$ cat config.mk
export PLATFORM = sky130hd
export DESIGN_NAME = sbp_lookup_ingress
export DESIGN_NICKNAME = d
export VERILOG_FILES = /design/src/rtl/sbp_pkg.sv /design/src/rtl/sbp_ingress_fifo.sv /design/src/rtl/sbp_lookup_ingress.sv
export SDC_FILE = /design/constraint.sdc
export NUM_CORES = 1
export LEC_CHECK = 0
export ABC_AREA = 1
export CAP_MARGIN = 10
export CORE_MARGIN = 3
export CORE_UTILIZATION = 57
export CTS_CLUSTER_SIZE = 40
export DETAILED_ROUTE_END_ITERATION = 6
export PLACE_DENSITY_LB_ADDON = 0.12
export REMOVE_ABC_BUFFERS = 1
export SLEW_MARGIN = 20
export SYNTH_ARGS = -nofsm -noshare
export SYNTH_HDL_FRONTEND = slang
export SYNTH_SLANG_ARGS = --single-unit
$ cat constraint.sdc
create_clock -name clk -period 5.2 [get_ports clk]
set_clock_uncertainty 0.05 [all_clocks]
set_input_delay 1.3 -clock clk [delete_from_list [all_inputs] [get_ports clk]]
set_output_delay 1.3 -clock clk [all_outputs]
set_load 0.02 [all_outputs]
$ cat src/rtl/sbp_pkg.sv
// Shared types and widths for the SBP lookup pipeline.
// The result payload is the stage id, location and child_lr flag, each padded
// to a whole number of nibbles.
package sbp_pkg;

    localparam int IP_BITS        = 32;
    localparam int BIT_POS_BITS   = 6;
    localparam int STAGE_ID_BITS  = 6;
    localparam int LOCATION_BITS  = 11;
    localparam int CHILD_LR_BITS  = 1;
    localparam int MAX_PREFIX_LEN = 32;

    // Round a field width up to whole nibbles.
    function automatic int nibble_pad(input int width);
        return ((width + 3) / 4) * 4;
    endfunction

    localparam int RESULT_BITS = nibble_pad(STAGE_ID_BITS) +
                                 nibble_pad(LOCATION_BITS) +
                                 nibble_pad(CHILD_LR_BITS);

    // One pipeline slot as seen by stage 1.
    typedef struct packed {
        logic                     update;
        logic [IP_BITS-1:0]       ip_addr;
        logic [BIT_POS_BITS-1:0]  bit_pos;
        logic [STAGE_ID_BITS-1:0] stage_id;
        logic [LOCATION_BITS-1:0] location;
        logic [RESULT_BITS-1:0]   result;
    } sbp_slot_t;

    // A captured table-update command.
    typedef struct packed {
        logic [IP_BITS-1:0]       prefix;
        logic [BIT_POS_BITS-1:0]  prefix_len;
        logic [STAGE_ID_BITS-1:0] stage_id;
        logic [LOCATION_BITS-1:0] location;
        logic [RESULT_BITS-1:0]   result;
    } sbp_upd_cmd_t;

    // Prefix lengths beyond a full IPv4 address are clamped to 32.
    function automatic logic [BIT_POS_BITS-1:0] sat_prefix_len(input logic [BIT_POS_BITS-1:0] len);
        return (len > BIT_POS_BITS'(MAX_PREFIX_LEN)) ? BIT_POS_BITS'(MAX_PREFIX_LEN) : len;
    endfunction

endpackage

$ cat src/rtl/sbp_ingress_fifo.sv
// Lookup request FIFO for the SBP ingress block.
// A word written at one edge becomes readable one edge later: the read side
// tracks a delayed copy of the write pointer. Full counts every stored word,
// so push and pop may happen together while full.
module sbp_ingress_fifo #(
    parameter int DEPTH = 4,
    parameter int WIDTH = 32
) (
    input  logic             clk,
    input  logic             rst,
    input  logic             push_i,
    input  logic [WIDTH-1:0] push_data_i,
    input  logic             pop_i,
    output logic             full_o,
    output logic             empty_o,
    output logic [WIDTH-1:0] head_o
);

    localparam int PTR_BITS = $clog2(DEPTH);

    logic [WIDTH-1:0]  mem_q [DEPTH];
    logic [PTR_BITS:0] wr_ptr_q, wr_ptr_d;
    logic [PTR_BITS:0] vis_ptr_q, vis_ptr_d;
    logic [PTR_BITS:0] rd_ptr_q, rd_ptr_d;
    logic              do_push;
    logic              do_pop;

    assign full_o  = (wr_ptr_q - rd_ptr_q) == (PTR_BITS + 1)'(DEPTH);
    assign empty_o = (vis_ptr_q == rd_ptr_q);
    assign head_o  = mem_q[rd_ptr_q[PTR_BITS-1:0]];

    // Next-state pointers; a pop frees room for a same-cycle push.
    always_comb begin
        // NOTE: every variable gets a default at the top of always_comb so no path leaves it unassigned (no latch).
        do_pop    = pop_i && !empty_o;
        do_push   = push_i && (!full_o || do_pop);
        wr_ptr_d  = wr_ptr_q + {{PTR_BITS{1'b0}}, do_push};
        rd_ptr_d  = rd_ptr_q + {{PTR_BITS{1'b0}}, do_pop};
        vis_ptr_d = wr_ptr_q;
    end

    // Pointer registers.
    always_ff @(posedge clk or negedge rst) begin
        // NOTE: sequential state uses non-blocking (<=) so every flop samples pre-edge values.
        if (!rst) begin
            wr_ptr_q  <= '0;
            vis_ptr_q <= '0;
            rd_ptr_q  <= '0;
        end else begin
            wr_ptr_q  <= wr_ptr_d;
            vis_ptr_q <= vis_ptr_d;
            rd_ptr_q  <= rd_ptr_d;
        end
    end

    // Storage array write port.
    always_ff @(posedge clk) begin
        // NOTE: the storage array is not reset; pointers alone decide which words are valid.
        if (do_push) begin
            mem_q[wr_ptr_q[PTR_BITS-1:0]] <= push_data_i;
        end
    end

endmodule

$ cat src/rtl/sbp_lookup_ingress.sv
// Head of the SBP lookup pipeline: accepts lookups and table updates,
// arbitrates, and registers exactly one slot per clock (lookup, update or
// bubble with stage_id 0). Updates win unless MAX_UPD_BURST of them have run
// back to back while lookups wait.
// Optional: define SBP_INGRESS_STATS_EN to add saturating slot counters
// cnt_lookup_o / cnt_update_o.
module sbp_lookup_ingress
    import sbp_pkg::*;
#(
    parameter int FIRST_STAGE_ID = 1,
    parameter int FIFO_DEPTH     = 4,
    parameter int MAX_UPD_BURST  = 8
) (
    input  logic                     clk,
    input  logic                     rst,
    input  logic                     lk_valid_i,
    output logic                     lk_ready_o,
    input  logic [31:0]              lk_ip_addr_i,
    input  logic                     upd_valid_i,
    output logic                     upd_ready_o,
    input  logic [31:0]              upd_prefix_i,
    input  logic [5:0]               upd_prefix_len_i,
    input  logic [STAGE_ID_BITS-1:0] upd_stage_id_i,
    input  logic [LOCATION_BITS-1:0] upd_location_i,
    input  logic [RESULT_BITS-1:0]   upd_result_i,
    output logic                     update_o,
    output logic [31:0]              ip_addr_o,
    output logic [5:0]               bit_pos_o,
    output logic [STAGE_ID_BITS-1:0] stage_id_o,
    output logic [LOCATION_BITS-1:0] location_o,
`ifdef SBP_INGRESS_STATS_EN
    output logic [31:0]              cnt_lookup_o,
    output logic [31:0]              cnt_update_o,
`endif
    output logic [RESULT_BITS-1:0]   result_o
);

    localparam int BURST_BITS = $clog2(MAX_UPD_BURST + 1);

    logic                  fifo_full;
    logic                  fifo_empty;
    logic [IP_BITS-1:0]    fifo_head;
    logic                  lk_push;
    logic                  sel_upd;
    logic                  sel_lk;
    logic                  upd_take;

    logic                  upd_pend_q, upd_pend_d;
    sbp_upd_cmd_t          upd_cmd_q, upd_cmd_d;
    logic [BURST_BITS-1:0] burst_cnt_q, burst_cnt_d;
    sbp_slot_t             slot_q, slot_d;

    sbp_ingress_fifo #(
        .DEPTH (FIFO_DEPTH),
        .WIDTH (IP_BITS)
    ) u_fifo (
        .clk         (clk),
        .rst         (rst),
        .push_i      (lk_push),
        .push_data_i (lk_ip_addr_i),
        .pop_i       (sel_lk),
        .full_o      (fifo_full),
        .empty_o     (fifo_empty),
        .head_o      (fifo_head)
    );

    // Slot arbitration: pending update first unless its burst is spent and lookups wait.
    always_comb begin
        sel_upd = upd_pend_q &&
                  ((burst_cnt_q < BURST_BITS'(MAX_UPD_BURST)) || fifo_empty);
        sel_lk  = !sel_upd && !fifo_empty;
    end

    assign lk_ready_o  = !fifo_full || sel_lk;
    assign lk_push     = lk_valid_i && lk_ready_o;
    assign upd_ready_o = !upd_pend_q || sel_upd;
    assign upd_take    = upd_valid_i && upd_ready_o;

    // Build the next slot, the burst count and the pending-update register.
    always_comb begin
        slot_d      = '0;
        burst_cnt_d = '0;
        upd_pend_d  = upd_pend_q;
        upd_cmd_d   = upd_cmd_q;

        if (sel_upd) begin
            slot_d.update   = 1'b1;
            slot_d.ip_addr  = upd_cmd_q.prefix;
            slot_d.bit_pos  = upd_cmd_q.prefix_len;
            slot_d.stage_id = upd_cmd_q.stage_id;
            slot_d.location = upd_cmd_q.location;
            slot_d.result   = upd_cmd_q.result;
            burst_cnt_d     = (burst_cnt_q == BURST_BITS'(MAX_UPD_BURST)) ?
                              burst_cnt_q : burst_cnt_q + BURST_BITS'(1);
            upd_pend_d      = 1'b0;
        end else if (sel_lk) begin
            slot_d.ip_addr  = fifo_head;
            slot_d.stage_id = STAGE_ID_BITS'(FIRST_STAGE_ID);
        end

        // Stage id 0 addresses no stage, so such a command is consumed and dropped.
        if (upd_take && (upd_stage_id_i != '0)) begin
            upd_pend_d           = 1'b1;
            upd_cmd_d.prefix     = upd_prefix_i;
            upd_cmd_d.prefix_len = sat_prefix_len(upd_prefix_len_i);
            upd_cmd_d.stage_id   = upd_stage_id_i;
            upd_cmd_d.location   = upd_location_i;
            upd_cmd_d.result     = upd_result_i;
        end
    end

    // Output slot, burst counter and pending update registers.
    always_ff @(posedge clk or negedge rst) begin
        if (!rst) begin
            slot_q      <= '0;
            burst_cnt_q <= '0;
            upd_pend_q  <= 1'b0;
            upd_cmd_q   <= '0;
        end else begin
            slot_q      <= slot_d;
            burst_cnt_q <= burst_cnt_d;
            upd_pend_q  <= upd_pend_d;
            upd_cmd_q   <= upd_cmd_d;
        end
    end

    assign update_o   = slot_q.update;
    assign ip_addr_o  = slot_q.ip_addr;
    assign bit_pos_o  = slot_q.bit_pos;
    assign stage_id_o = slot_q.stage_id;
    assign location_o = slot_q.location;
    assign result_o   = slot_q.result;

`ifdef SBP_INGRESS_STATS_EN
    logic [31:0] cnt_lookup_q, cnt_lookup_d;
    logic [31:0] cnt_update_q, cnt_update_d;

    // Saturating counts of emitted lookup and update slots.
    always_comb begin
        cnt_lookup_d = cnt_lookup_q;
        cnt_update_d = cnt_update_q;
        if (sel_lk && (cnt_lookup_q != '1)) begin
            cnt_lookup_d = cnt_lookup_q + 32'd1;
        end
        if (sel_upd && (cnt_update_q != '1)) begin
            cnt_update_d = cnt_update_q + 32'd1;
        end
    end

    // Statistics registers.
    always_ff @(posedge clk or negedge rst) begin
        if (!rst) begin
            cnt_lookup_q <= '0;
            cnt_update_q <= '0;
        end else begin
            cnt_lookup_q <= cnt_lookup_d;
            cnt_update_q <= cnt_update_d;
        end
    end

    assign cnt_lookup_o = cnt_lookup_q;
    assign cnt_update_o = cnt_update_q;
`endif

endmodule

==> out/qor.tcl <==
set qor(status) {finished, final reports clean}
set qor(clock_tree_from_tritoncts) {built}
set qor(post_synth_xor_xnor_area) 0.00386
set qor(crit_path_frequent_cell) {sky130_fd_sc_hd__nand2_1}
set qor(post_cts.resized_instances) 0
set qor(grt_pass1_wl_microns) 39800
set qor(std_cell_rows) 50
set qor(combinational_power_share) 0.262
set qor(p_per_area_nw_per_um2) 484
set qor(internal-power_mw) 4.85
set qor(initial_antenna_violation_count) 3
set qor(hold_path_end) {u_fifo.vis_ptr_q[2]}
set qor(remaining_global_route_overflow) 0
set qor(crit_slowest_cell) {sky130_fd_sc_hd__dfrtp_1}
set qor(final_net_count) 1338
set qor(detail_route.vias_per_cell) 5.22
set qor(total_power_mw) 7.02
set qor(regToRegSetupSlack_ns) 1.95
set qor(synth_top_cell_area_share) 0.381
set qor(synthesis.area_sq_um) 11400
set qor(syn_inst) 1032
set qor(crit_start_category) {flop}
set qor(netlist-cell-type-count) 24
set qor(cpLargestDelayFamily) {buffers and inverters}
set qor(syn_to_final_growth_pct) 27.5
set qor(max-cap-violations) 0
set qor(timing.max_slew.rel_slack) 0.290
set qor(regToRegStartpoint) {u_fifo.rd_ptr_q[1]}
set qor(drt-wirelength-per-cell_microns) 16.5
set qor(synth_compound_area_frac) 0.0489
set qor(clk_latency_ns) 0.55
set qor(cts.sinks) 301
set qor(post_synth_and_or_nand_nor_area_fraction) 0.175
set qor(layout_cells_sized_above_1) 0.0534
set qor(routed-via-count) 7816
set qor(core_region_area_sq_um) 19100
set qor(cp-end-kind) {primary output}
set qor(final.period_utilization) 0.797
set qor(worst_tran_pin_value_ns) 1.06
set qor(crit_fanout) 16
set qor(detailedRoute.firstIterationViolations) 507
set qor(largest_family_of_logic_cells_by_synthesized_area) {simple AND/OR/NAND/NOR gates}
set qor(num_io_pins) 197
set qor(dominantRegCellSynth) {sky130_fd_sc_hd__dfrtp_1}
set qor(clk_pin_slew_worst_paths_ns) 0.06
set qor(highest_attainable_clock_frequency_mhz) 241
set qor(crit_required_ns) 3.85
set qor(power.leakage_nw) 6.36
set qor(post-synth-top-count-cell) {sky130_fd_sc_hd__nand2_1}
set qor(grt_pass1_vias) 7682
set qor(hold_class) {flop to flop}
set qor(min-delay-start) {u_fifo.vis_ptr_d[2]}
set qor(fp.dieH_microns) 147
set qor(routed_wl_microns) 24700
set qor(unrepaired_setup_endpoints_after_global_routing) {no}
set qor(synth.area.mux_share) 0
set qor(clock_power_share) 0.288
set qor(drc) 0
set qor(synth-seq-area-share) 0.720
set qor(place.port_buffers) 196
set qor(finalSetupTns_ns) 0
set qor(start_util) 0.593
set qor(final-max-slew-violation-count) 0
set qor(maximum_vdd_ir_drop_mv) 0.314
set qor(ys_top_cells_by_area) {sky130_fd_sc_hd__dfrtp_1 38%, sky130_fd_sc_hd__edfxtp_1 34%, sky130_fd_sc_hd__nand2_1 9.3%, sky130_fd_sc_hd__nor2_1 4.2%, sky130_fd_sc_hd__nand3_1 3.6%}
set qor(count_of_yosys_warnings_during_synthesis) 0
set qor(dpl.hpwl_microns) 14300
set qor(postCtsSetupBuffers) 0
set qor(cts_buffers) 30
set qor(cp_num_buf_inv) 2
set qor(hold_buffers) 0
set qor(cts.root.buffer_cell) {sky130_fd_sc_hd__clkbuf_16}
set qor(die_width_microns) 147
set qor(worstPathCellList) {inv_1 > ha_1 > a21oi_1 > nand2_1 > nand2_1 > nor2_1 > nand2_1 > clkdlybuf4s50_1}
set qor(cts_max_level) 1
set qor(pin_count_of_the_biggest_net_entering_global_routing) 108
set qor(worst_ep_arrival_time_ns) 2.80
set qor(type_of_the_worst_setup_path) {flop to primary output}
set qor(synthTopCellsByCount) {281 x sky130_fd_sc_hd__nand2_1, 173 x sky130_fd_sc_hd__dfrtp_1, 128 x sky130_fd_sc_hd__edfxtp_1}
set qor(clk_path_buf_depth) 3
set qor(number_of_iterations_in_the_first_detailed_routing_pass) 5
set qor(power.switching_mw) 2.17
set qor(mean_instance_size_in_the_synthesized_netlist_sq_um) 11.0
set qor(die_outline_area_sq_um) 21700
set qor(proportion_of_synthesized_flip_flops_having_asynchronous_set_or_reset) 0.575
set qor(ff2ff_path_depth) 9
set qor(place.gp.congestion) 0.779
set qor(grtUsageTotal) 0.227
set qor(min_period_ns) 4.15
set qor(cp_slowest_stage_delay_ns) 0.68
set qor(ys_ff_latch) 301
set qor(timing.rr.end) {u_fifo.mem_q[3][2]}
set qor(timing.final.hold_violations) 0
set qor(report.final.setup_viol) 0
set qor(synth_enable_flop_cells) 128
set qor(synth-adder-area-share) 0.00881
set qor(min_path_cells) 0
set qor(seq_power_share) 0.451
set qor(detail-route-antenna-nets) 0
set qor(power_switching_share) 0.309
set qor(cell_type_contributing_the_most_total_cell_area_after_synthesis) {sky130_fd_sc_hd__dfrtp_1}
## stage by stage
| step | area, sq um | worst slack [ns] | cells | utilization | hold WS, ns |
|---|---|---|---|---|---|
| 6_report | 14500 | 1.05 | 1498 | 0.757 | 0.408 |
| 5_1_grt | 14500 | 0.913 | 1498 | 0.757 | 0.440 |
| 4_1_cts | 14500 | 1.03 | 1495 | 0.755 | 0.410 |
| 3_5_place_dp | 13500 | 1.62 | 1442 | 0.706 | 0.389 |
| 3_3_place_gp | 13500 | 1.67 | 1442 | 0.706 | 0.387 |
| 2_1_floorplan | 11100 | 0.433 | 977 | - | 0.361 |
## cell type report
cell class / count / area, sq um
sequential: 301 / 8170
fill: 1261 / 4660
multi-input combinational: 609 / 2720
timing repair buffer: 206 / 2070
clock buffer: 47 / 896
tap: 260 / 325
inverter: 67 / 251
clock inverter: 6 / 41.3
antenna: 2 / 5.00
## logic make-up (layout without fill, tap and decap cells)
family | after synthesis | count (layout)
fa+ha+maj | 8 | 8
compound gates | 102 | 102
xor+xnor | 5 | 5
other cells | 0 | 2
flops | 301 | 301
simple gates | 494 | 494
buf+inv | 122 | 326
## worst max path at each step
| stage | start | end | depth (start not counted) |
|---|---|---|---|
| global route | u_fifo.rd_ptr_q[1] | lk_ready_o | 8 |
| CTS | u_fifo.rd_ptr_q[1] | lk_ready_o | 8 |
| finish | u_fifo.rd_ptr_q[1] | lk_ready_o | 8 |
| detailed placement | u_fifo.rd_ptr_q[1] | lk_ready_o | 8 |
| floorplan | u_fifo.rd_ptr_q[0] | u_fifo.mem_q[0][0] | 8 |
| global placement | u_fifo.rd_ptr_q[1] | lk_ready_o | 8 |
## metal layers
layer / GRT usage / wire length, microns / vias to the layer above
met5: 0 / 9 / -
met4: 0.0587 / 505 / 2
met3: 0.0450 / 1680 / 39
met2: 0.376 / 11900 / 264
met1: 0.315 / 10600 / 3777
li1: - / - / 3734
## power by group through the flow
stage	Combinational, mW	Clock [mW]	Sequential (mW)
2_1_floorplan	0.792	0	3.39
3_3_place_gp	1.80	0	3.19
3_5_place_dp	1.83	0	3.20
4_1_cts	1.85	2.04	3.16
5_1_grt	2.03	2.16	3.21
6_report	1.84	2.02	3.16
## worst reg2reg max path, stage by stage, from the launching register on
cell	delay, ns
sky130_fd_sc_hd__dfrtp_1	0.68
sky130_fd_sc_hd__inv_1	0.15
sky130_fd_sc_hd__ha_1	0.34
sky130_fd_sc_hd__a21oi_1	0.21
sky130_fd_sc_hd__nand2_1	0.07
sky130_fd_sc_hd__nand2_1	0.06
sky130_fd_sc_hd__nor2_1	0.03
sky130_fd_sc_hd__nand2_1	0.09
sky130_fd_sc_hd__nand2_1	0.27
sky130_fd_sc_hd__nor2_4	0.90
## cell usage in the layout, fill, tap and decap left out
cell type / synthesis / layout
sky130_fd_sc_hd__inv_2: 2 / 3
sky130_fd_sc_hd__nor2_4: 0 / 4
sky130_fd_sc_hd__dfrtp_1: 173 / 172
sky130_fd_sc_hd__ha_1: 8 / 8
sky130_fd_sc_hd__nand2_1: 281 / 280
sky130_fd_sc_hd__a21oi_1: 3 / 3
sky130_fd_sc_hd__clkbuf_8: 0 / 6
sky130_fd_sc_hd__buf_6: 1 / 1
sky130_fd_sc_hd__buf_4: 4 / 8
sky130_fd_sc_hd__clkdlybuf4s50_1: 0 / 195
sky130_fd_sc_hd__nand4_1: 1 / 1
sky130_fd_sc_hd__inv_1: 65 / 64
sky130_fd_sc_hd__clkinv_8: 0 / 1
sky130_fd_sc_hd__buf_16: 0 / 1
sky130_fd_sc_hd__a21boi_0: 2 / 2
sky130_fd_sc_hd__nand3_2: 1 / 1
sky130_fd_sc_hd__dfrtp_2: 0 / 1
sky130_fd_sc_hd__nor2_1: 126 / 122
sky130_fd_sc_hd__nand2_2: 1 / 1
sky130_fd_sc_hd__nand2_4: 0 / 1
sky130_fd_sc_hd__clkbuf_16: 0 / 31
sky130_fd_sc_hd__nand3_4: 1 / 1
sky130_fd_sc_hd__buf_12: 0 / 1
sky130_fd_sc_hd__xnor2_1: 2 / 2
sky130_fd_sc_hd__nand3_1: 81 / 81
sky130_fd_sc_hd__clkbuf_1: 26 / 10
sky130_fd_sc_hd__o22ai_1: 32 / 32
sky130_fd_sc_hd__edfxtp_1: 128 / 128
sky130_fd_sc_hd__xor2_1: 3 / 3
sky130_fd_sc_hd__clkinv_2: 0 / 5
sky130_fd_sc_hd__diode_2: 0 / 2
sky130_fd_sc_hd__o21ai_0: 65 / 65
sky130_fd_sc_hd__nor3_1: 2 / 2
## registers in the layout, indices dropped and copies added (netlist names)
signal / count
u_fifo.mem_q: 128
upd_cmd_q: 79
ip_addr_o: 32
result_o: 24
location_o: 11
bit_pos_o: 6
stage_id_o: 6
burst_cnt_q: 4
u_fifo.rd_ptr_q: 3
u_fifo.vis_ptr_d: 3
u_fifo.vis_ptr_q: 3
upd_pend_q: 1
update_o: 1
No activity file was read; power rests on OpenSTA's default activity.
